<file path="src/rtl/osc_capture_ctrl_if.sv">
// Purpose : sample-path and control bundle between the capture sequencer and its environment.
// Latency : n/a (signal bundle only).
// Backpressure: none; the buffer write port is fire-and-forget, frame_done releases a frozen capture.
//
// Ports (slave = sequencer side):
//   in_x/in_y, trigger, trig_fall, mode, arm, frame_done  -> into the sequencer
//   write_en, wr_addr, out_x, out_y, start_addr,
//   capture_done, auto_trig, busy                          <- out of the sequencer
interface osc_capture_ctrl_if #(
    parameter int ADDR_W = 8
);
    logic [7:0]        in_x;
    logic [7:0]        in_y;
    logic              trigger;
    logic              trig_fall;
    logic [1:0]        mode;
    logic              arm;
    logic              frame_done;
    logic              write_en;
    logic [ADDR_W-1:0] wr_addr;
    logic [7:0]        out_x;
    logic [7:0]        out_y;
    logic [ADDR_W-1:0] start_addr;
    logic              capture_done;
    logic              auto_trig;
    logic              busy;

    // Stimulus / environment side.
    modport master (
        output in_x, in_y, trigger, trig_fall, mode, arm, frame_done,
        input  write_en, wr_addr, out_x, out_y, start_addr, capture_done, auto_trig, busy
    );

    // Capture sequencer side.
    modport slave (
        input  in_x, in_y, trigger, trig_fall, mode, arm, frame_done,
        output write_en, wr_addr, out_x, out_y, start_addr, capture_done, auto_trig, busy
    );
endinterface

</file>
<file path="src/rtl/osc_capture_ctrl.sv">
// Purpose : oscilloscope capture sequencer; fills a circular buffer with PRE history samples,
//           waits for a synchronised trigger edge (or auto timeout), writes the post-trigger tail, then freezes.
// Latency : samples delayed 1 cycle; trigger edge seen 2 cycles after first sampling; capture_done 1 cycle after last write.
// Backpressure: none on samples; a frozen capture is held until frame_done.
//
// Ports: clk_62_5 / rst_n (async, active-low) plain; everything else through osc_capture_ctrl_if.slave.
module osc_capture_ctrl #(
    parameter int DEPTH        = 256,
    parameter int ADDR_W       = 8,
    parameter int PRE          = 64,
    parameter int AUTO_TIMEOUT = 4096,
    parameter int TO_W         = 13
) (
    input  logic              clk_62_5,
    input  logic              rst_n,
    osc_capture_ctrl_if.slave bus
);

    typedef enum logic [2:0] {
        S_IDLE,
        S_PRETRIG,
        S_ARMED,
        S_POST,
        S_HOLD
    } state_t;

    localparam int                POST_LEN  = DEPTH - PRE - 1;
    localparam logic [ADDR_W-1:0] A_ONE     = ADDR_W'(1);
    localparam logic [ADDR_W-1:0] PRE_A     = ADDR_W'(PRE);
    localparam logic [ADDR_W-1:0] PRE_LAST  = ADDR_W'(PRE - 1);
    localparam logic [ADDR_W-1:0] POST_LAST = ADDR_W'(POST_LEN - 1);
    localparam logic [TO_W-1:0]   T_ONE     = TO_W'(1);
    localparam logic [TO_W-1:0]   TO_LAST   = TO_W'(AUTO_TIMEOUT - 1);
    // With no pre-trigger history the PRETRIG phase is skipped entirely.
    localparam state_t            FIRST_ST  = (PRE == 0) ? S_ARMED : S_PRETRIG;

    state_t            state_q, state_d;
    logic [2:0]        sync_q;          // [0],[1] synchroniser, [2] history
    logic [ADDR_W-1:0] wr_addr_q;
    logic [ADDR_W-1:0] trig_addr_q, trig_addr_d;
    logic [ADDR_W-1:0] start_addr_q, start_addr_d;
    logic [ADDR_W-1:0] pre_cnt_q, pre_cnt_d;
    logic [ADDR_W-1:0] post_cnt_q, post_cnt_d;
    logic [TO_W-1:0]   to_cnt_q, to_cnt_d;
    logic              auto_q, auto_d;
    logic              auto_en_q, auto_en_d;  // mode latched at the IDLE/HOLD exit decision
    logic              done_q, done_d;
    logic [7:0]        out_x_q, out_y_q;
    logic              wr_en;
    logic              trig_edge;
    logic              fire;
    logic              is_single;
    logic              is_auto;

    assign is_single = (bus.mode == 2'b10);
    assign is_auto   = (bus.mode == 2'b01);
    assign trig_edge = bus.trig_fall ? (~sync_q[1] & sync_q[2]) : (sync_q[1] & ~sync_q[2]);
    assign wr_en     = (state_q == S_PRETRIG) || (state_q == S_ARMED) || (state_q == S_POST);

    always_ff @(posedge clk_62_5 or negedge rst_n) begin
        if (!rst_n) begin
            state_q      <= S_IDLE;
            sync_q       <= '0;
            wr_addr_q    <= '0;
            trig_addr_q  <= '0;
            start_addr_q <= '0;
            pre_cnt_q    <= '0;
            post_cnt_q   <= '0;
            to_cnt_q     <= '0;
            auto_q       <= 1'b0;
            auto_en_q    <= 1'b0;
            done_q       <= 1'b0;
            out_x_q      <= '0;
            out_y_q      <= '0;
        end else begin
            state_q      <= state_d;
            sync_q       <= {sync_q[1:0], bus.trigger};
            trig_addr_q  <= trig_addr_d;
            start_addr_q <= start_addr_d;
            pre_cnt_q    <= pre_cnt_d;
            post_cnt_q   <= post_cnt_d;
            to_cnt_q     <= to_cnt_d;
            auto_q       <= auto_d;
            auto_en_q    <= auto_en_d;
            done_q       <= done_d;
            out_x_q      <= bus.in_x;
            out_y_q      <= bus.in_y;
            if (wr_en) begin
                wr_addr_q <= wr_addr_q + A_ONE;
            end
        end
    end

    always_comb begin
        state_d      = state_q;
        pre_cnt_d    = pre_cnt_q;
        post_cnt_d   = post_cnt_q;
        to_cnt_d     = '0;             // timeout only accumulates across consecutive ARMED cycles
        trig_addr_d  = trig_addr_q;
        start_addr_d = start_addr_q;
        auto_d       = auto_q;
        auto_en_d    = auto_en_q;
        fire         = 1'b0;

        unique case (state_q)
            S_IDLE: begin
                if (!is_single || bus.arm) begin
                    state_d   = FIRST_ST;
                    auto_en_d = is_auto;
                end
            end
            S_PRETRIG: begin
                if (pre_cnt_q == PRE_LAST) begin
                    state_d = S_ARMED;
                end else begin
                    pre_cnt_d = pre_cnt_q + A_ONE;
                end
            end
            S_ARMED: begin
                // A real edge wins over a coincident timeout, so auto_trig only marks pure timeouts.
                fire = trig_edge || (auto_en_q && (to_cnt_q == TO_LAST));
                if (fire) begin
                    trig_addr_d = wr_addr_q;
                    post_cnt_d  = '0;
                    auto_d      = ~trig_edge;
                    if (POST_LEN == 0) begin
                        state_d      = S_HOLD;
                        start_addr_d = wr_addr_q - PRE_A;
                    end else begin
                        state_d = S_POST;
                    end
                end else begin
                    to_cnt_d = to_cnt_q + T_ONE;
                end
            end
            S_POST: begin
                if (post_cnt_q == POST_LAST) begin
                    state_d      = S_HOLD;
                    start_addr_d = trig_addr_q - PRE_A;  // wraps naturally mod DEPTH
                end else begin
                    post_cnt_d = post_cnt_q + A_ONE;
                end
            end
            S_HOLD: begin
                if (bus.frame_done) begin
                    state_d   = is_single ? S_IDLE : FIRST_ST;
                    auto_en_d = is_auto;
                end
            end
            default: state_d = S_IDLE;
        endcase

        if ((state_d == S_PRETRIG) && (state_q != S_PRETRIG)) begin
            pre_cnt_d = '0;
        end
    end

    assign done_d = (state_d == S_HOLD) && (state_q != S_HOLD);

    assign bus.write_en     = wr_en;
    assign bus.busy         = wr_en;
    assign bus.wr_addr      = wr_addr_q;
    assign bus.out_x        = out_x_q;
    assign bus.out_y        = out_y_q;
    assign bus.start_addr   = start_addr_q;
    assign bus.capture_done = done_q;
    assign bus.auto_trig    = auto_q;

endmodule

</file>
<file path="src/flat_wrapper.sv">
// flat-port wrapper written by rule: the top's interface ports become plain ports
module osc_capture_ctrl_flat 
#(
    parameter int DEPTH        = 256,
    parameter int ADDR_W       = 8,
    parameter int PRE          = 64,
    parameter int AUTO_TIMEOUT = 4096,
    parameter int TO_W         = 13
)
  (clk_62_5, rst_n, bus_in_x, bus_in_y, bus_trigger, bus_trig_fall, bus_mode, bus_arm, bus_frame_done, bus_write_en, bus_wr_addr, bus_out_x, bus_out_y, bus_start_addr, bus_capture_done, bus_auto_trig, bus_busy);
  osc_capture_ctrl_if #(.ADDR_W(ADDR_W)) bus_i ();
  input  logic clk_62_5;
  input  logic rst_n;
  input wire logic [$bits(bus_i.in_x)-1:0] bus_in_x;
  input wire logic [$bits(bus_i.in_y)-1:0] bus_in_y;
  input wire logic [$bits(bus_i.trigger)-1:0] bus_trigger;
  input wire logic [$bits(bus_i.trig_fall)-1:0] bus_trig_fall;
  input wire logic [$bits(bus_i.mode)-1:0] bus_mode;
  input wire logic [$bits(bus_i.arm)-1:0] bus_arm;
  input wire logic [$bits(bus_i.frame_done)-1:0] bus_frame_done;
  output wire logic [$bits(bus_i.write_en)-1:0] bus_write_en;
  output wire logic [$bits(bus_i.wr_addr)-1:0] bus_wr_addr;
  output wire logic [$bits(bus_i.out_x)-1:0] bus_out_x;
  output wire logic [$bits(bus_i.out_y)-1:0] bus_out_y;
  output wire logic [$bits(bus_i.start_addr)-1:0] bus_start_addr;
  output wire logic [$bits(bus_i.capture_done)-1:0] bus_capture_done;
  output wire logic [$bits(bus_i.auto_trig)-1:0] bus_auto_trig;
  output wire logic [$bits(bus_i.busy)-1:0] bus_busy;
  assign bus_i.in_x = bus_in_x;
  assign bus_i.in_y = bus_in_y;
  assign bus_i.trigger = bus_trigger;
  assign bus_i.trig_fall = bus_trig_fall;
  assign bus_i.mode = bus_mode;
  assign bus_i.arm = bus_arm;
  assign bus_i.frame_done = bus_frame_done;
  assign bus_write_en = bus_i.write_en;
  assign bus_wr_addr = bus_i.wr_addr;
  assign bus_out_x = bus_i.out_x;
  assign bus_out_y = bus_i.out_y;
  assign bus_start_addr = bus_i.start_addr;
  assign bus_capture_done = bus_i.capture_done;
  assign bus_auto_trig = bus_i.auto_trig;
  assign bus_busy = bus_i.busy;
  osc_capture_ctrl #(.DEPTH(DEPTH), .ADDR_W(ADDR_W), .PRE(PRE), .AUTO_TIMEOUT(AUTO_TIMEOUT), .TO_W(TO_W)) u_core (.clk_62_5(clk_62_5), .rst_n(rst_n), .bus(bus_i));
endmodule
</file>
<file path="config.mk">
export PLATFORM = sky130hd
export DESIGN_NAME = osc_capture_ctrl_flat
export DESIGN_NICKNAME = d
export VERILOG_FILES = /design/src/rtl/osc_capture_ctrl_if.sv /design/src/rtl/osc_capture_ctrl.sv /design/src/flat_wrapper.sv
export SDC_FILE = /design/constraint.sdc
export NUM_CORES = 1
export LEC_CHECK = 0
export ABC_AREA = 0
export BUFFER_PORTS_ARGS = -buffer_cell sky130_fd_sc_hd__buf_2
export CAP_MARGIN = 20
export CORE_UTILIZATION = 25
export CTS_BUF_LIST = sky130_fd_sc_hd__clkbuf_8 sky130_fd_sc_hd__clkbuf_16
export DETAILED_ROUTE_END_ITERATION = 8
export PLACE_DENSITY = 0.53
export SYNTH_ARGS = -nofsm -noshare
export SYNTH_HDL_FRONTEND = slang
export SYNTH_SLANG_ARGS = --single-unit
</file>
<file path="constraint.sdc">
create_clock -name clk_62_5 -period 2.8 [get_ports clk_62_5]
set_clock_uncertainty 0.1 [all_clocks]
set_input_delay 0.14 -clock clk_62_5 [delete_from_list [all_inputs] [get_ports clk_62_5]]
set_output_delay 0.14 -clock clk_62_5 [all_outputs]
set_load 0.01 [all_outputs]
</file>
# Word-level counts from Yosys, hierarchy flattened

Cells that the tools add are included.

$add $sub $neg: 5
Divide/modulo/power cells: 0
Shift operators: 0
Multiply operators: 0
Muxes and demuxes: 19
Reduce and logical (&&, ||, !) cells: 17
Equality and inequality tests: 18
$lt $le $gt $ge: 0
Bitwise gates (word level): 5

Operators with widths:

| operator              | number |
|---|---|
| $mux 8                | 5 |
| $mux 13               | 2 |
| $add 8x1->8 const B   | 3 |
| $pmux 8 s2            | 1 |
| $mux 3                | 5 |
| $pmux 3 s5            | 1 |
| $add 13x1->13 const B | 1 |
| $eq 13x12->1 const B  | 1 |
| $eq 8x6->1 const B    | 1 |
| $eq 8x8->1 const B    | 1 |
| $ne 2x2->1 const B    | 4 |
| $sub 8x7->8 const B   | 1 |
| $eq 3x1->1 const B    | 2 |
| $eq 3x2->1 const B    | 2 |
| $eq 3x3->1 const B    | 2 |
| $reduce_and 2->1      | 3 |
| $reduce_and 3->1      | 2 |
| $reduce_bool 2->1     | 3 |
| $logic_or 1x1->1      | 4 |
| $mux 1                | 4 |
| $logic_and 1x1->1     | 3 |
| $logic_not 3->1       | 1 |
| $ne 3x1->1 const B    | 1 |
| $ne 3x3->1 const B    | 1 |
| 7 further kinds       | 10 |

Memory bits (read-only): 0
Bits in latches: 0
Word-level logic and storage cells: 77
Output and inout bits: 36
Register bits: 78
Bits in writable memories: 0
Memories: 0

# Depth between registers and ports, before layout

Gate-level depths: netlist (run 1).

Depth in word-level cells: 10
Depth in mapped cells: 7

# Least setup slack after synthesis (run 1)

OpenSTA, ideal clock, no wires.

Path type: register -> register
Start point: register u_core.to_cnt_q[0]
End point: register u_core.trig_addr_q[0]
Stages on the path, launching flop included: 6
Required time: 2.575 ns
Buffers on the path: 0
Setup slack: 0.914 ns
Arrival: 1.661 ns
Setup time: 0.125 ns
Period minus slack after synthesis: 1.886 ns
Cell sequence: dfrtp_1 ha_1 nand3_1 nor4_4 o21ai_1 mux2_2

Longest elaborated chain between the ends: 4

RTL lines:

| element                    | RTL line                | text |
|---|---|---|
| start: declaration         | osc_capture_ctrl.sv:44  | `logic [TO_W-1:0] to_cnt_q, to_cnt_d;` |
| start signal: assignment   | osc_capture_ctrl.sv:82  | `to_cnt_q <= to_cnt_d;` |
| $eq 13x12->1               | osc_capture_ctrl.sv:121 | `fire = trig_edge \|\| (auto_en_q && (to_cnt_q == TO_LAST));` |
| $logic_and 1x1->1          | osc_capture_ctrl.sv:121 |  |
| $logic_or 1x1->1           | osc_capture_ctrl.sv:121 |  |
| $reduce_and 2->1 (no line) | n/a                     |  |
| end signal: assignment     | osc_capture_ctrl.sv:78  | `trig_addr_q <= trig_addr_d;` |
| end: declaration           | osc_capture_ctrl.sv:40  | `logic [ADDR_W-1:0] trig_addr_q, trig_addr_d;` |

No other way between the ends.
A chain may end at the register's enable or synchronous reset.

# Final worst setup path (run 1)

Start point: register u_core.to_cnt_q[0]
End point: register u_core.post_cnt_q[5]

Longest elaborated chain between the ends: 5

RTL lines:

| element                    | RTL line                | text |
|---|---|---|
| $eq 13x12->1               | osc_capture_ctrl.sv:121 |  |
| $logic_and 1x1->1          | osc_capture_ctrl.sv:121 |  |
| $logic_or 1x1->1           | osc_capture_ctrl.sv:121 |  |
| $ne 2x2->1 (no line)       | n/a                     |  |
| $reduce_and 3->1 (no line) | n/a                     |  |
| end signal: assignment     | osc_capture_ctrl.sv:81  | `post_cnt_q <= post_cnt_d;` |
| end: declaration           | osc_capture_ctrl.sv:43  | `logic [ADDR_W-1:0] post_cnt_q, post_cnt_d;` |

No other way between the ends.

==> results by group, run 1 <==
STA
  – Slew HR: 34.5%
  – Tmin final: 2.19 ns
  – Unrepaired setup endpoints after global routing: no
  – Fmax: between 0.4 and 0.5 GHz
  – Setup-failing EPs final: 0
  – Final hold violation count: 0
  – TNS Setup: 0 ns
  – Slew Limit Fails: 0
  – Worst-Margin Slew: approximately 0.98 ns
  – Period utilisation layout: 78.1%

Min path
  – Hold Path Class: primary input to register
  – Hold_sp: bus_arm
  – Hold Path Depth: 4
  – Hold EP: u_core.auto_en_q$_DFFE_PN0P_

Yosys
  – Number of synthesis warnings: 0
  – Largest area contributor in the netlist: dfrtp_1
  – Async set-reset flop share out of synthesis: 100%
  – FF+latch count, synth: 78
  – Share of the synthesized area in the top cell type: 61.3%
  – Distinct cell type count after synthesis: 38
  – Most common cell in the netlist: dfrtp_1
  – Top_reg_cell synth: dfrtp_1
  – Post-synth EDFFs: 0
  – Register area share after synthesis: slightly above 60%
  – Top post-synthesis cells by area: dfrtp_1 61%, mux2_2 5.7%, xor2_1 4.7%
  – Synthesized area: between 3000 and 4000 sq um
  – Post-synthesis net count: slightly below 300
  – Synth Area per Inst: approximately 12 sq um
  – Post-Synthesis Cells: 261
  – Post-synth top cells: 78 x dfrtp_1, 34 x nor2_1, 18 x nand2_1

Power
  – Pwr Density: 790 nW/um^2
  – Peak VDD IR: between 400 and 500 uV
  – Leak: 0.00193 uW

Routing
  – DRT iter0 DRCs: 103
  – Antenna Nets Post-Route: 0
  – WL/cell: between 10 and 15 um
  – Vias/cell: 4.18
  – Via Count: 2180
  – 1st-pass router iterations: 4
  – Final wirelength: 6300 um
  – Drt drc: 0

Global route
  – Initial antenna violation count: 0
  – Grt ovf: 0
  – GRT Util Overall: 10.7%
  – Vias in the first global route: 2143
  – Pin count of the biggest net entering global routing: just under 80
  – First-pass GRT wire length: 10600 um

Floorplan
  – Die height: between 100 and 150 um
  – Initial core utilization: 26.1%
  – Width of the chip: 115 um
  – Full die area: around 13000 sq um
  – IO Count: 60
  – Area of the core: 12200 sq um
  – Row cnt: 40

Clocking
  – CTS tree: built
  – Clk Tree Root Cell: clkbuf_16
  – Max clock buf depth: 2
  – Clock slew at reported path FFs: around 0.060 ns
  – Total CTS buffers: 9
  – Clock sink count: 78
  – Clock latency on the worst-skew pair: 0.33 ns
  – H-tree depth: 3

Critical path
  – Worst Path Required: about 3.0 ns
  – CP Capture Type: register
  – Worst setup SP type: register
  – Critical setup path kind: register to register
  – Worst r2r path cells: 7
  – Critical Path Fanout Max: 11
  – FF-to-FF End: u_core.post_cnt_q[5]$_DFFE_PN0P_
  – Reg-to-reg slack, setup: 0.61 ns
  – Arrival @ worst endpoint: between 2 and 2.5 ns
  – Reg2reg start: u_core.to_cnt_q[0]$_DFF_PN0_

Finish
  – Share of layout cells above drive strength 1: ~28%
  – Layout area overhead: 30.9%
  – Inserted Diodes: 0
  – Final Util: 34.1%
  – Post-route cell area: 4170 sq um
  – NumNets Final: 380

Placement
  – HPWL Detailed: 4180 um
  – GPL Wtd Cong: about 0.68
  – Post-place instance area: 3690 sq um
  – Port Buffers: between 50 and 60

Outcome
  – Status: finished clean

Run
  – Max Cap Viol: 0
[registers in the layout, summed over array words and instances, names as in the netlist, 3 cells and up]
register / cells
u_core.bus.out_x: 8
u_core.trig_addr_q: 8
u_core.bus.start_addr: 8
u_core.bus.wr_addr: 8
u_core.bus.out_y: 8
u_core.sync_q: 3
u_core.to_cnt_q: 13
u_core.pre_cnt_q: 8
u_core.state_q: 3
u_core.post_cnt_q: 8
[kinds of logic after synthesis]
group	count (synthesis)	share of synthesized area, %
simple gates	100	16.8
mux	18	6.29
fa+ha+maj	5	1.97
xor+xnor	28	7.70
flops	78	61.3
compound gates	23	4.52
buf+inv	9	1.41
[per-stage QoR]
stage	worst slack [ns]	cells	hold slack [ns]	power (uW)
2_1_floorplan	0.914	261	-0.256	1950
3_5_place_dp	0.599	488	0.150	2180
6_report	0.613	521	0.0844	3290
5_1_grt	0.419	521	0.141	3500
4_1_cts	0.590	521	0.0669	3340
3_3_place_gp	0.668	488	0.147	2170
[how the worst max path moves through the flow]
stage | start | endpoint | slack [ns] | cells after the start
global placement | u_core.to_cnt_q[0]$_DFF_PN0_ | u_core.post_cnt_q[5]$_DFFE_PN0P_ | 0.67 | 7
finish | u_core.to_cnt_q[0]$_DFF_PN0_ | u_core.post_cnt_q[5]$_DFFE_PN0P_ | 0.61 | 7
CTS | u_core.to_cnt_q[0]$_DFF_PN0_ | u_core.post_cnt_q[5]$_DFFE_PN0P_ | 0.59 | 7
detailed placement | u_core.to_cnt_q[0]$_DFF_PN0_ | u_core.post_cnt_q[5]$_DFFE_PN0P_ | 0.60 | 7
floorplan | u_core.to_cnt_q[0]$_DFF_PN0_ | u_core.trig_addr_q[0]$_DFFE_PN0P_ | 0.91 | 5
global route | u_core.to_cnt_q[0]$_DFF_PN0_ | u_core.post_cnt_q[5]$_DFFE_PN0P_ | 0.42 | 7
[critical path: stages, from the launching register on]
cell      delay [ns]
dfrtp_1         0.36
ha_1            0.19
nand3_1         0.24
nor4_4          0.29
a211oi_1        0.12
buf_4           0.19
or4_1           0.46
a21oi_1         0.16
[routing by layer]
| metal | GRT usage, % | vias up | wire [um] |
|---|---|---|---|
| li1 | - | 1080 | - |
| met1 | 13.6 | 1055 | 3020 |
| met2 | 16.6 | 35 | 2940 |
| met3 | 3.43 | 10 | 222 |
| met4 | 4.68 | 0 | 116 |
| met5 | 0 | - | 0 |
[layout by cell type (no fill, tap or decap), drive strengths merged, types with 2 or more instances in the layout]
cell type     n
a21boi        2
a21oi         6
and3          3
and4          2
buf          62
clkbuf        9
clkinv        2
dfrtp        78
dlygate4sd3  20
ha            5
inv           6
mux2         16
mux2i         2
nand2        18
nand2b        3
nand3        12
nand3b        2
nand4         8
nor2         34
nor3          4
nor4          2
o21ai         9
or3           5
or3b          2
xnor2        11
xor2         17
[what timing repair did]
| item | CTS | global route |
|---|---|---|
| buffers inserted | 0 | 0 |
| hold buffers | 20 | 0 |
| hold endpoints to repair | 96 | 0 |
| resized for setup | 0 | 0 |
[layout make-up]
cell class	count	area [sq um]
Tap cell	168	210
Inverter	6	22.5
Sequential cell	78	1950
Clock inverter	4	51.3
Fill cell	1244	8040
Timing Repair Buffer	82	520
Multi-Input combinational cell	174	1190
Clock buffer	9	225
[where the power goes]
group | leakage, uW | internal (uW) | switching (uW)
Sequential | 0.000996 | 1310 | 200
Clock | 0.000133 | 675 | 440
Combinational | 0.000805 | 313 | 356
Total | 0.00193 | 2290 | 996
Note: power is estimated with default switching activity, not from simulation.
==> run 2: changes to the inputs <==
- PLACE_DENSITY: 0.53 -> 0.55
- clock period: 2.8 -> 2 ns (I/O delays scaled with it)
==> run 2 against run 1 <==
Net effect: clock power is 46% higher; sequential share of layout area shrank 3.2 points; critical path depth is 1 lower; critical path type unchanged; largest power group unchanged.
==> results by group, run 2 (same netlist as run 1, synthesis figures left out) <==
Outcome
  – Status: finished clean

Placement
  – HPWL Detailed: 4740 um (+13%)
  – Port Buffers: 59 (unchanged)
  – Post-place instance area: 3910 sq um (+6.0%)
  – Dpl cells: 516 (+5.7%)
  – GPL Wtd Cong: 0.760 (+13%)

Finish
  – Post-route cell area: 4470 sq um (+7.3%)
  – NumNets Final: 411 (+8.2%)
  – Max FFs per register: 13 (unchanged)
  – Share of layout cells above drive strength 1: 35.7% (+7.6 points)
  – Non-filler cells in the finished layout: 555 (+6.5%)
  – Fillcell total: 1244 (unchanged)
  – Most common cell after layout, fill and taps aside: dfrtp_1
  – Biggest register: u_core.to_cnt_q
  – Layout area overhead: 40.5%
  – Inserted Diodes: 0 (unchanged)
  – Most frequent cells in the layout: 78 x dfrtp_1, 58 x buf_2, 34 x nor2_1, 34 x buf_4, 20 x dlygate4sd3_1

Power
  – Peak VDD IR: 569 uV (+40%)
  – Pwr Density: 1090 nW/um^2 (+38%)
  – Leak: 0.00212 uW (+9.6%)
  – Total Power: 4860 uW (+48%)

Routing
  – 1st-pass router iterations: 4 (unchanged)
  – Drt drc: 0 (unchanged)
  – DRT iter0 DRCs: 70 (-32%)
  – DR WL met2: 3220 um (+9.5%)
  – M1 wire length: 3010 um (-0.13%)
  – Vias/cell: 4.24 (+1.3%)
  – WL/cell: 12.0 um (-0.62%)
  – Metal3 WL: 337 um (+52%)
  – Max layer used: met4
  – Final wirelength: 6660 um (+5.9%)
  – Antenna Nets Post-Route: 0 (unchanged)
  – Via Count: 2353 (+7.9%)

Clocking
  – H-tree depth: 3 (unchanged)
  – CTS tree: built
  – Clock latency on the worst-skew pair: 0.33 ns (about the same)
  – Clock slew at reported path FFs: 0.06 ns (about the same)
  – Clock sink count: 78 (unchanged)
  – Clk Tree Root Cell: clkbuf_16
  – Total CTS buffers: 9 (unchanged)
  – Max clock buf depth: 2 (unchanged)

Global route
  – Grt ovf: 0 (unchanged)
  – GRT Util Overall: 11.3% (+0.61 points)
  – Initial antenna violation count: 0 (unchanged)
  – Vias in the first global route: 2482 (+16%)
  – Pin count of the biggest net entering global routing: 41 (-48%)
  – First-pass GRT wire length: 11400 um (+7.6%)

STA
  – TNS Setup: 0 ns (unchanged)
  – Unrepaired setup endpoints after global routing: yes
  – Setup-failing EPs final: 0 (unchanged)
  – Slew HR: 64.2% (+30 points)
  – Fmax: 0.512 GHz (+12%)
  – Period utilisation layout: 97.6% (+19 points)
  – Slew Limit Fails: 0 (unchanged)
  – Final hold violation count: 0 (unchanged)
  – Tmin final: 1.95 ns (-0.235 ns)
  – Worst-Margin Slew: 0.537 ns (-0.446 ns)

Floorplan
  – IO Count: 60 (unchanged)
  – Die height: 115 um (unchanged)
  – Row cnt: 40 (unchanged)
  – Full die area: 13200 sq um (unchanged)
  – Initial core utilization: 26.1% (unchanged)
  – Width of the chip: 115 um (unchanged)
  – Area of the core: 12200 sq um (unchanged)

Min path
  – Hold Path Depth: 4 (unchanged)
  – Hold Path Class: primary input to register
  – Hold_sp: bus_arm
  – Hold EP: u_core.auto_en_q$_DFFE_PN0P_

Critical path
  – Critical setup path kind: register to register
  – Worst r2r path cells: 6 (-1)
  – Arrival @ worst endpoint: 2.11 ns (-0.23 ns)
  – Worst setup SP type: register
  – FF-to-FF End: u_core.post_cnt_q[5]$_DFFE_PN0P_
  – Critical Path Fanout Max: 7 (-4)
  – Worst setup startpoint: u_core.sync_q[2]$_DFF_PN0_
  – CP Capture Type: register
  – Reg2reg start: u_core.sync_q[2]$_DFF_PN0_
  – Worst Path Required: 2.16 ns (-0.80 ns)
  – Reg-to-reg slack, setup: 0.05 ns (-0.56 ns)

Run
  – Max Cap Viol: 0 (unchanged)
run 2: cell types whose count changed in the layout (fill, tap and decap cells not counted), sizes merged:
cell / previous run / this run
buf: 62 / 93
clkinv: 2 / 4
clkbuf: 9 / 10
run 2: what timing repair did:
item | CTS | global route
endpoints found under the setup margin | 1 | 1
hold buffers | 20 | 0
buffers inserted | 2 | 1
resized for setup | 4 | 3
endpoints found under the hold margin | 56 | 0
pin swaps | 3 | 2
run 2: power breakdown:
group          leakage [uW]  switching (uW)  internal, uW  total [uW]
clock network      0.000148             625           995        1620
registers          0.000996             238          1830        2070
logic              0.000975             595           578        1170
run 2: how the worst max path moves through the flow:
stage	to	slack (ns)	cells after the start
CTS	u_core.post_cnt_q[5]$_DFFE_PN0P_	0.008	7
floorplan	u_core.trig_addr_q[0]$_DFFE_PN0P_	0.11	5
detailed placement	u_core.post_cnt_q[5]$_DFFE_PN0P_	-0.11	6
finish	u_core.post_cnt_q[5]$_DFFE_PN0P_	0.05	6
global route	u_core.post_cnt_q[5]$_DFFE_PN0P_	-0.006	6
global placement	u_core.post_cnt_q[5]$_DFFE_PN0P_	-0.03	6
run 2: layout make-up:
type                            count  area (sq um)  area share (%)
Clock inverter                      6          61.3            1.37
Clock buffer                       10           239            5.34
Multi-Input combinational cell    174          1220            27.3
Tap cell                          168           210            4.70
Timing Repair Buffer              113           766            17.1
Inverter                            6          22.5           0.504
Sequential cell                    78          1950            43.6
run 2: metal layers:
layer  GRT usage [%]  vias to the layer above
li1                -                     1143
met1            13.9                     1151
met2            18.2                       50
met3            4.27                        9
met4            3.81                        0
met5               0                        -
run 2: critical path, cell delays in order (launching register included):
cell,delay (ns)
dfrtp_1,0.38
or3b_4,0.40
a21boi_2,0.17
a211oi_1,0.06
buf_4,0.17
or4_4,0.47
a21oi_2,0.13
run 2: metrics by stage:
step / hold WS (ns) / setup slack [ns] / utilization (%)
detailed placement: 0.0217 / -0.106 / 32.0
finish: 0.0302 / 0.0484 / 36.6
global route: 0.0601 / -0.00649 / 36.6
floorplan: -0.296 / 0.114 / -
global placement: 0.0174 / -0.0288 / 32.0
CTS: 0.0179 / 0.00843 / 36.4
